--- src/rtl/cb_vm_agd_mc_if.sv ---
// Bus bundle for the covariance-block row address generator.
// master: group controller / CB bank side (drives start, group_cnt, row_num, ready)
// slave : the address generator (drives busy, addr_valid, addr_last, CB_addr,
//         CB_base_addr, done)
`timescale 1ns/1ps
interface cb_vm_agd_mc_if #(
  parameter int CB_AW   = 17,
  parameter int ROW_LEN = 10,
  parameter int NUM_CH  = 4
);
  logic                     start;
  logic [ROW_LEN-1:0]       group_cnt;
  logic [7:0]               row_num;
  logic                     ready;
  logic                     busy;
  logic                     addr_valid;
  logic                     addr_last;
  logic [NUM_CH*CB_AW-1:0]  CB_addr;
  logic [CB_AW-1:0]         CB_base_addr;
  logic                     done;

  modport master (
    output start, group_cnt, row_num, ready,
    input  busy, addr_valid, addr_last, CB_addr, CB_base_addr, done
  );

  modport slave (
    input  start, group_cnt, row_num, ready,
    output busy, addr_valid, addr_last, CB_addr, CB_base_addr, done
  );
endinterface

--- src/rtl/cb_vm_agd_mc.sv ---
// Multi-channel covariance-block row address generator.
// Per group: derives the group interval from group_cnt, emits a handshaked
// burst of row addresses (one per bank channel, in parallel), then advances
// a persistent base address by the interval, wrapping above CB_MAX_ADDR.
// Ports:
//   clk, sys_rst (sync, active high), user_reset (sync soft clear)
//   bus.start/group_cnt/row_num : group request, sampled in IDLE
//   bus.ready                   : downstream accepts current beat
//   bus.busy/addr_valid/addr_last/CB_addr : burst outputs
//   bus.CB_base_addr, bus.done  : running base and completion pulse
//
// state  | meaning
// IDLE   | waiting for start
// CALC   | compute group interval from latched group_cnt
// EMIT   | present row addresses, advance on valid & ready
// UPDATE | add interval to base, wrap above CB_MAX_ADDR
// DONE   | one-cycle done pulse
`timescale 1ns/1ps
module cb_vm_agd_mc #(
  parameter int CB_AW       = 17,
  parameter int ROW_LEN     = 10,
  parameter int GRP_SHIFT   = 3,
  parameter int NUM_CH      = 4,
  parameter int CH_STRIDE   = 32768,
  parameter int ROW_STRIDE  = 1,
  parameter int CB_MAX_ADDR = 131071
) (
  input  logic          clk,
  input  logic          sys_rst,
  input  logic          user_reset,
  cb_vm_agd_mc_if.slave bus
);

  localparam int SW     = CB_AW + 1;
  localparam int AW_ALL = NUM_CH * CB_AW;

  typedef enum logic [2:0] {S_IDLE, S_CALC, S_EMIT, S_UPDATE, S_DONE} state_t;

  state_t             state;
  logic [ROW_LEN-1:0] grp_q;
  logic [7:0]         rows_q;
  logic [7:0]         row_ptr;
  logic [7:0]         ptr_nxt;
  logic [CB_AW-1:0]   base;
  logic [CB_AW-1:0]   interval;
  logic [CB_AW-1:0]   interval_calc;
  logic [SW-1:0]      sum;
  logic               busy_q;
  logic               valid_q;
  logic               last_q;
  logic               done_q;
  logic [AW_ALL-1:0]  addr_q;

  // All channel addresses for one row; channel offsets wrap at 2^CB_AW.
  function automatic logic [AW_ALL-1:0] chan_addrs(input logic [CB_AW-1:0] b,
                                                   input logic [7:0]       p);
    logic [AW_ALL-1:0] v;
    v = '0;
    for (int k = 0; k < NUM_CH; k++) begin
      v[k*CB_AW +: CB_AW] = b + CB_AW'(p) * CB_AW'(ROW_STRIDE) + CB_AW'(k * CH_STRIDE);
    end
    return v;
  endfunction

  always_comb begin
    interval_calc = (CB_AW'(grp_q >> 1) << GRP_SHIFT)
                  + (CB_AW'(1) << GRP_SHIFT)
                  + CB_AW'(grp_q[0]);
    // One extra bit so the wrap compare sees the carry out of base + interval.
    sum     = {1'b0, base} + {1'b0, interval};
    ptr_nxt = row_ptr + 8'd1;
  end

  always_ff @(posedge clk) begin
    if (sys_rst || user_reset) begin
      // sys_rst and user_reset clear the same state; sys_rst simply also
      // covers the case where both are asserted.
      state    <= S_IDLE;
      grp_q    <= '0;
      rows_q   <= '0;
      row_ptr  <= '0;
      base     <= '0;
      interval <= '0;
      busy_q   <= 1'b0;
      valid_q  <= 1'b0;
      last_q   <= 1'b0;
      done_q   <= 1'b0;
      addr_q   <= '0;
    end else begin
      case (state)
        S_IDLE: begin
          done_q <= 1'b0;
          if (bus.start) begin
            grp_q   <= bus.group_cnt;
            rows_q  <= bus.row_num;
            row_ptr <= '0;
            busy_q  <= 1'b1;
            state   <= S_CALC;
          end
        end

        S_CALC: begin
          interval <= interval_calc;
          if (rows_q == 8'd0) begin
            state <= S_UPDATE;
          end else begin
            // First beat is prepared here so addr_valid is registered.
            addr_q  <= chan_addrs(base, 8'd0);
            valid_q <= 1'b1;
            last_q  <= (rows_q == 8'd1);
            state   <= S_EMIT;
          end
        end

        S_EMIT: begin
          if (bus.ready) begin
            row_ptr <= ptr_nxt;
            if (last_q) begin
              valid_q <= 1'b0;
              last_q  <= 1'b0;
              addr_q  <= '0;
              state   <= S_UPDATE;
            end else begin
              addr_q <= chan_addrs(base, ptr_nxt);
              last_q <= (ptr_nxt == rows_q - 8'd1);
            end
          end
        end

        S_UPDATE: begin
          // A single subtraction is enough while base <= CB_MAX_ADDR and the
          // interval does not exceed the CB span.
          if (sum > SW'(CB_MAX_ADDR)) begin
            base <= CB_AW'(sum - SW'(CB_MAX_ADDR + 1));
          end else begin
            base <= CB_AW'(sum);
          end
          done_q <= 1'b1;
          state  <= S_DONE;
        end

        S_DONE: begin
          done_q <= 1'b0;
          busy_q <= 1'b0;
          state  <= S_IDLE;
        end

        default: begin
          state <= S_IDLE;
        end
      endcase
    end
  end

  assign bus.busy         = busy_q;
  assign bus.addr_valid   = valid_q;
  assign bus.addr_last    = last_q;
  assign bus.CB_addr      = addr_q;
  assign bus.CB_base_addr = base;
  assign bus.done         = done_q;

endmodule

--- src/flat_wrapper.sv ---
// flat-port wrapper written by rule: the top's interface ports become plain ports
module cb_vm_agd_mc_flat 
#(
  parameter int CB_AW       = 17,
  parameter int ROW_LEN     = 10,
  parameter int GRP_SHIFT   = 3,
  parameter int NUM_CH      = 4,
  parameter int CH_STRIDE   = 32768,
  parameter int ROW_STRIDE  = 1,
  parameter int CB_MAX_ADDR = 131071
)
  (clk, sys_rst, user_reset, bus_start, bus_group_cnt, bus_row_num, bus_ready, bus_busy, bus_addr_valid, bus_addr_last, bus_CB_addr, bus_CB_base_addr, bus_done);
  cb_vm_agd_mc_if #(.CB_AW(CB_AW), .ROW_LEN(ROW_LEN), .NUM_CH(NUM_CH)) bus_i ();
  input  logic clk;
  input  logic sys_rst;
  input  logic user_reset;
  input wire logic [$bits(bus_i.start)-1:0] bus_start;
  input wire logic [$bits(bus_i.group_cnt)-1:0] bus_group_cnt;
  input wire logic [$bits(bus_i.row_num)-1:0] bus_row_num;
  input wire logic [$bits(bus_i.ready)-1:0] bus_ready;
  output wire logic [$bits(bus_i.busy)-1:0] bus_busy;
  output wire logic [$bits(bus_i.addr_valid)-1:0] bus_addr_valid;
  output wire logic [$bits(bus_i.addr_last)-1:0] bus_addr_last;
  output wire logic [$bits(bus_i.CB_addr)-1:0] bus_CB_addr;
  output wire logic [$bits(bus_i.CB_base_addr)-1:0] bus_CB_base_addr;
  output wire logic [$bits(bus_i.done)-1:0] bus_done;
  assign bus_i.start = bus_start;
  assign bus_i.group_cnt = bus_group_cnt;
  assign bus_i.row_num = bus_row_num;
  assign bus_i.ready = bus_ready;
  assign bus_busy = bus_i.busy;
  assign bus_addr_valid = bus_i.addr_valid;
  assign bus_addr_last = bus_i.addr_last;
  assign bus_CB_addr = bus_i.CB_addr;
  assign bus_CB_base_addr = bus_i.CB_base_addr;
  assign bus_done = bus_i.done;
  cb_vm_agd_mc #(.CB_AW(CB_AW), .ROW_LEN(ROW_LEN), .GRP_SHIFT(GRP_SHIFT), .NUM_CH(NUM_CH), .CH_STRIDE(CH_STRIDE), .ROW_STRIDE(ROW_STRIDE), .CB_MAX_ADDR(CB_MAX_ADDR)) u_core (.clk(clk), .sys_rst(sys_rst), .user_reset(user_reset), .bus(bus_i));
endmodule
--- config.mk ---
export PLATFORM = sky130hd
export DESIGN_NAME = cb_vm_agd_mc_flat
export DESIGN_NICKNAME = d
export VERILOG_FILES = /design/src/rtl/cb_vm_agd_mc_if.sv /design/src/rtl/cb_vm_agd_mc.sv /design/src/flat_wrapper.sv
export SDC_FILE = /design/constraint.sdc
export NUM_CORES = 1
export LEC_CHECK = 0
export CORE_MARGIN = 4
export CORE_UTILIZATION = 28
export DETAILED_ROUTE_END_ITERATION = 8
export PLACE_DENSITY = 0.48
export RECOVER_POWER = 50
export SLEW_MARGIN = 20
export SYNTH_ARGS = -nofsm -noshare
export SYNTH_HDL_FRONTEND = slang
export SYNTH_SLANG_ARGS = --single-unit
--- constraint.sdc ---
create_clock -name clk -period 7 [get_ports clk]
set_input_delay 1.05 -clock clk [delete_from_list [all_inputs] [get_ports clk]]
set_output_delay 1.05 -clock clk [all_outputs]
set_load 0.02 [all_outputs]
==> impl_results.md <==
- Outcome: finished, violations left
- Failing checks: capacitance limit, slew limit
- CTS resizes: 0
- Root Driver: clkbuf_16
- Net Count, Synth: 686
- Drt first pass iters: 4
- H-tree depth: 3
- RSZ-0062 raised after global routing: no
- Max Freq: 232 MHz
- CTS buffer count: 9
- Setup TNS Final: 0 ns
- Clock slew at reported path FFs: 0.06 ns
- Synth Instances: 635
- Via count: 4439
- FF-to-FF End: u_core.bus.CB_addr[65]
- Number of global-route vias before repair: 4289
- Site row count: 48
- CTS Buffer Depth: 2
- Number of fill cells: 1842
- Hold path depth: 2
- Final nets: 733
- Drt drc: 0
- Starting Density: 28.8%
- Initial antenna violation count: 0
- Crit Path Class: primary input to flop
- Worst-path fanout max: 64
- Post-synth EDFFs: 0
- Max-slew violations: 65
- Setup bufs post-CTS: 0
- Post-DP HPWL: 10300 um
- Routed vias/inst: 4.87
- Total wire length: 13600 um
- Global-route wire length before repair: 22200 um
- Post-route minimum period: 4.31 ns
- Top FF cell, synth: dfxtp_1
- Post-synthesis adder-cell area fraction: 7.14%
- FF-to-FF setup slack: 3.68 ns
- Worst-Margin Slew: 2.93 ns
- Area of the mapped netlist: 0.00501 mm2
- Non-Filler Instances: 912
- Ratio of cells with drive above 1 in the final layout: 4.22%
- Hold crit path type: flop to flop
- Largest net degree at the start of global routing: 65
- Routed len/inst: 15.0 um
- Worst slew margin: -95.6%
- DIE AREA: 0.0201 mm2
- Crit start category: primary input
- Lkg Pwr: 2.36 nW
- Synthesized flop and latch total: 82
- WHS Endpoint: u_core.grp_q[0]
- Final hold violation count: 0
- Clk Latency, worst-skew pair: 0.34 ns
- Post-synthesis to final-layout area growth: 25.1%
- I/O Buffers: 111
- Final setup fails: 0
- Global route overflow: 0
- CTS tree: yes
- HP Start: u_core.grp_q[0]
- # clock sinks: 82
- Post-synth cell types: 58
- Die Span Y: 142 um
- # IOs: 112
- Clock skew: 0.00654 ns
- Synth Area per Inst: 7.90 um2
- GPL Wtd Cong: 0.837
- Gr usage total: 13.7%
- Post-Synth Simple-Gate Area: 19.9%
- R2R depth: 12
- Die Span X: 142 um
- P per Cell Area: 175 mW/mm2
- CTS hold repair buffers: 0
- Post-synthesis mux area share: 0.798%
- Initial DRC Count: 233
- Final period util: 61.6%
- Placed Instances: 896
- Synth Area in XOR/XNOR: 8.91%
- Peak supply drop: 0.000153 V
- Reg2Reg Launch Point: u_core.row_ptr[2]
- Fraction of registers with async set/reset: 0%
- Post-route ant nets: 0
- Antenna cells: 0
- Core area: 0.0174 mm2
- Synth Warn #: 0
- Post-synthesis sequential area ratio: 32.7%
- Post-synthesis compound-gate area fraction: 19.9%
- Arrival time worst endpoint: 4.42 ns
- Max-cap viol count: 1
- Type of element capturing the critical path: flop
- WP data required: 7.11 ns
- Main combinational cell family by area after synthesis: simple AND/OR/NAND/NOR gates
[worst max path at each step]
stage,from,end,slack (ns),depth (start not counted)
2_1_floorplan,u_core.row_ptr[2],u_core.bus.CB_addr[65],4.23,12
3_3_place_gp,user_reset,u_core.bus.addr_last,3.79,7
3_5_place_dp,u_core.row_ptr[2],u_core.bus.CB_addr[65],3.73,12
4_1_cts,u_core.row_ptr[2],u_core.bus.CB_addr[65],3.71,12
5_1_grt,user_reset,u_core.bus.addr_last,2.27,7
6_report,user_reset,u_core.bus.addr_last,2.69,7
[routing by layer]
metal	track usage [%]	share of wire (%)	vias up
li1	-	-	2269
met1	18.0	48	2039
met2	22.3	45	116
met3	3.20	4.7	15
met4	4.44	1.5	0
met5	0	0	-
[area by class of cell]
cell class	count	area, um2	share of cell area (%)
clock inverter	6	90.1	1.44
tap	225	282	4.49
clock buffer	10	229	3.65
timing repair buffer	116	1140	18.2
inverter	12	45.0	0.718
sequential	82	1640	26.2
multi-input combinational	461	2850	45.4
[report_power, final]
| part | switching, W | internal, W |
|---|---|---|
| clock | 0.000196 | 0.000314 |
| sequential | 0.00000858 | 0.000475 |
| combinational | 0.0000595 | 0.0000461 |
| total | 0.000264 | 0.000835 |
[cell families (layout without fill, tap and decap cells)]
| logic type | Yosys count | after routing |
|---|---|---|
| xor+xnor | 51 | 51 |
| compound gates | 164 | 164 |
| simple gates | 214 | 214 |
| mux | 4 | 4 |
| buf+inv | 92 | 144 |
| fa+ha+maj | 28 | 28 |
| flops | 82 | 82 |
[layout by cell type, fill, tap and decap left out, types with 3 or more instances in the layout]
cell type / n
or4_1: 4
nand2_1: 80
nand3_1: 20
nor3_1: 11
nor4_1: 3
o21ai_0: 31
a21oi_1: 71
or2_2: 4
clkbuf_16: 9
o21a_1: 3
and2_1: 3
xnor2_1: 32
o311ai_0: 4
clkdlybuf4s50_1: 69
a22oi_1: 10
buf_4: 3
dfxtp_1: 82
clkbuf_1: 3
inv_1: 12
nor2_1: 58
dlygate4sd3_1: 42
nor3b_1: 4
and3_1: 6
a31oi_1: 8
a21o_1: 4
ha_1: 27
nand4_1: 4
nand2b_1: 3
xor2_1: 19
mux2i_1: 4
a211oi_1: 14
[stage by stage]
step           power, W  hold WS (ns)  instance area [um2]  util (%)  setup slack, ns
2_1_floorplan  0.000566         0.436                 5010         -             4.23
3_3_place_gp   0.000602         0.450                 5960      34.2             3.79
3_5_place_dp   0.000603         0.462                 5960      34.2             3.73
4_1_cts         0.00112         0.471                 6280      36.1             3.71
5_1_grt         0.00115         0.514                 6270      36.0             2.27
6_report        0.00110         0.466                 6270      36.0             2.69
[critical path, cell delays in order]
cell and delay (ns):
dlygate4sd3_1 0.54, or2_2 0.11, clkbuf_1 2.06, nor4_1 0.20, nand4_1 0.22, or4_1 0.13, o22ai_1 0.06
[cell usage after synthesis (2+ instances only)]
library cell / n / area share [%]
buf_2: 8 / 0.80
a211oi_1: 14 / 2.1
dfxtp_1: 82 / 33
xnor2_1: 32 / 5.6
nand2b_1: 3 / 0.37
xor2_1: 19 / 3.3
buf_4: 47 / 7.0
and3b_1: 2 / 0.35
clkbuf_1: 24 / 1.8
a221oi_1: 2 / 0.35
and3_1: 6 / 0.75
o21a_1: 3 / 0.45
and2_1: 3 / 0.37
nor2_1: 58 / 4.3
a22oi_1: 10 / 1.5
or2_2: 4 / 0.50
mux2i_1: 4 / 0.80
nor4b_1: 2 / 0.35
o21ai_0: 31 / 3.1
nand2_1: 80 / 6.0
ha_1: 27 / 6.7
or4_1: 4 / 0.60
nor4_1: 3 / 0.37
a21oi_1: 71 / 7.1
nor3b_1: 5 / 0.75
nand4_1: 4 / 0.50
a31oi_1: 8 / 1.0
nand3_1: 20 / 2.0
o21bai_1: 2 / 0.30
a21o_1: 4 / 0.60
inv_1: 12 / 0.90
nand3b_1: 2 / 0.30
nor3_1: 11 / 1.1
o311ai_0: 4 / 0.70
[state kept, by name, summed over array words and instances, names as in the netlist, 3 cells and up]
register,count
u_core.bus.CB_addr,21
u_core.bus.CB_base_addr,17
u_core.grp_q,10
u_core.interval,11
u_core.row_ptr,8
u_core.rows_q,8
u_core.state,3
No activity file was read; power rests on OpenSTA's default activity.
==> edit (same flow settings) <==
Re-encode `state_t` (5 states) as Gray code, 3 bits wide.
--- a/src/rtl/cb_vm_agd_mc.sv
+++ b/src/rtl/cb_vm_agd_mc.sv
@@ -34,7 +34,7 @@
   localparam int SW     = CB_AW + 1;
   localparam int AW_ALL = NUM_CH * CB_AW;
 
-  typedef enum logic [2:0] {S_IDLE, S_CALC, S_EMIT, S_UPDATE, S_DONE} state_t;
+  typedef enum logic [2:0] {S_IDLE = 3'b000, S_CALC = 3'b001, S_EMIT = 3'b011, S_UPDATE = 3'b010, S_DONE = 3'b110} state_t;
 
   state_t             state;
   logic [ROW_LEN-1:0] grp_q;
Check against the original RTL: no difference found for any inputs over 4 cycles, from zero or initial values; so few cycles prove little.
==> edit against the original RTL <==
The run still ends with max-capacitance violations, max-slew violations left. Critical path type unchanged. Power decreased by 3.7%. Cell area increased by 1.5%. Worst setup slack improved by 240 ps. Via count increased by 5.5%. Core utilization decreased by 0.69 points. Routed wire length increased by 7.6%. Area after synthesis increased by 2.8%. Critical path depth decreased by 1. First-iteration DRC count increased by 14%. Sequential cell count unchanged. Highest routed layer unchanged.
==> edit: results (changes against the original RTL) <==
FILL cells=1897 (was 1842); Antenna Cells=0 (unchanged); Synth area leaders=dfxtp_1, buf_4, ha_1, a21oi_1, nand2_1 (was dfxtp_1, a21oi_1, buf_4, ha_1, nand2_1); syn_nets=708 (was 686); Post-Syn Instances=657 (was 635); switching portion of total power=26.9% (was 24.0%); Comb group=96.9 uW (was 106 uW); Lkg Pwr=0.00255 uW (was 0.00236 uW); Root Driver=clkbuf_16 (unchanged); max cap viols=1 (unchanged); GRT Util Overall=14.2% (was 13.7%); Seq/Total Area, Yosys=31.9% (was 32.7%); DRT Pass-1 Iters=4 (unchanged); grt met1 use=19.2% (was 18.0%); failing checks=max-capacitance violations, max-slew violations (unchanged); Net count, final=752 (was 733); HPWL after DPL=11000 um (was 10300 um); critical path fanouts, max=61 (was 64); met2 Usage GRT=22.9% (was 22.3%); post-synthesis compound-gate area fraction=22.0% (was 19.9%); Num CTS Buffers=9 (unchanged); post-CTS setup buffer count=0 (unchanged); final count of pins violating max slew=62 (was 65); DRT iter0 DRCs=265 (was 233); clock buffer depth=2 (unchanged); antenna violations before repair=0 (unchanged); wirelength, routed=14700 um (was 13600 um); Vias=4684 (was 4439); Clock Skew=14.0 ps (was 6.54 ps); Worst Hold Class=flip-flop to flip-flop (unchanged); routability cong.=0.828 (was 0.837); XOR/XNOR Fraction of Synth Area=7.65% (was 8.91%); IO buf count=111 (unchanged); Top pwr grp=registers (was clock); status=finished, violations left (unchanged); worst skew pair latency=350 ps; first-pass GRT wire length=23100 um (was 22200 um); worst rel slew slack=-95.0% (was -95.6%); arrival time at the worst endpoint=4270 ps (was 4420 ps); Distinct cells, synth=68 (was 58); VDD IR max=0.000112 V (was 0.000153 V); most instantiated cells after synthesis=dfxtp_1, nand2_1, a21oi_1, nor2_1, buf_4 (unchanged); sequential power share=45.6% (was 44.0%); placed instance area=6080 um2 (was 5960 um2); post_cts resized=0 (unchanged); largest net degree at the start of global routing=62 (was 65); vias in the first global route=4301 (was 4289); mux cell area share after synthesis=0.388% (was 0.798%); Placed Cells=919 (was 896); Adder-Cell Fraction of Synth Area=6.94% (was 7.14%); met3 Use GR=2.46% (was 3.20%); max reg flops=21 (unchanged); Seq power=483 uW (about the same); share of cells above drive strength 1=5.67% (was 4.22%); drt via density=5.01 (was 4.87)
## edit: cell families after synthesis
| kind of cell | after synthesis |
|---|---|
| and+or+nand+nor | 222 |
| AOI/OAI and AO/OA | 180 |
| buffers and inverters | 98 |
| DFF | 82 |
| xor gates and xnor gates | 45 |
| adders and majority gates | 28 |
| muxes | 2 |
## edit: per-layer routing
metal	up-vias	wire, um
li1	2360	-
met1	2183	7040
met5	-	0
met3	9	657
met4	0	199
met2	132	6770
## edit: worst max-delay path, cell delays in order
cell and delay [ps]:
dlygate4sd3_1 540, or2_2 110, clkbuf_1 2060, nor2_1 140
nand3_1 210, o311ai_0 150
## edit: per-stage QoR
stage | utilization (%) | hold slack, ps | worst slack [ps]
global route | 35.3 | 482 | 2610
CTS | 35.3 | 471 | 3560
detailed placement | 33.7 | 461 | 3210
global placement | 33.7 | 453 | 3240
finish | 35.3 | 470 | 2930
floorplan | - | 436 | 4300
## edit: layout make-up
cell class | instances | area, um2 | share of cell area (%)
repair buffers | 115 | 1130 | 17.8
flip-flops and latches | 82 | 1640 | 25.8
clock buffers | 10 | 239 | 3.75
multi-input cells | 477 | 2950 | 46.4
well taps | 229 | 287 | 4.50
inverters | 16 | 60.1 | 0.943
clock inverters | 6 | 55.1 | 0.864
## edit: path summary, 6_finish.rpt
kind	slack, ps	startpoint	cells past startpoint	end
worst min-delay path	470	u_core.grp_q[0]	2	u_core.grp_q[0]
worst max register to register	3720	u_core.row_ptr[0]	11	u_core.bus.CB_addr[67]
worst min register to register	470	u_core.grp_q[0]	2	u_core.grp_q[0]
worst max-delay path	2930	user_reset	6	u_core.bus.CB_base_addr[16]
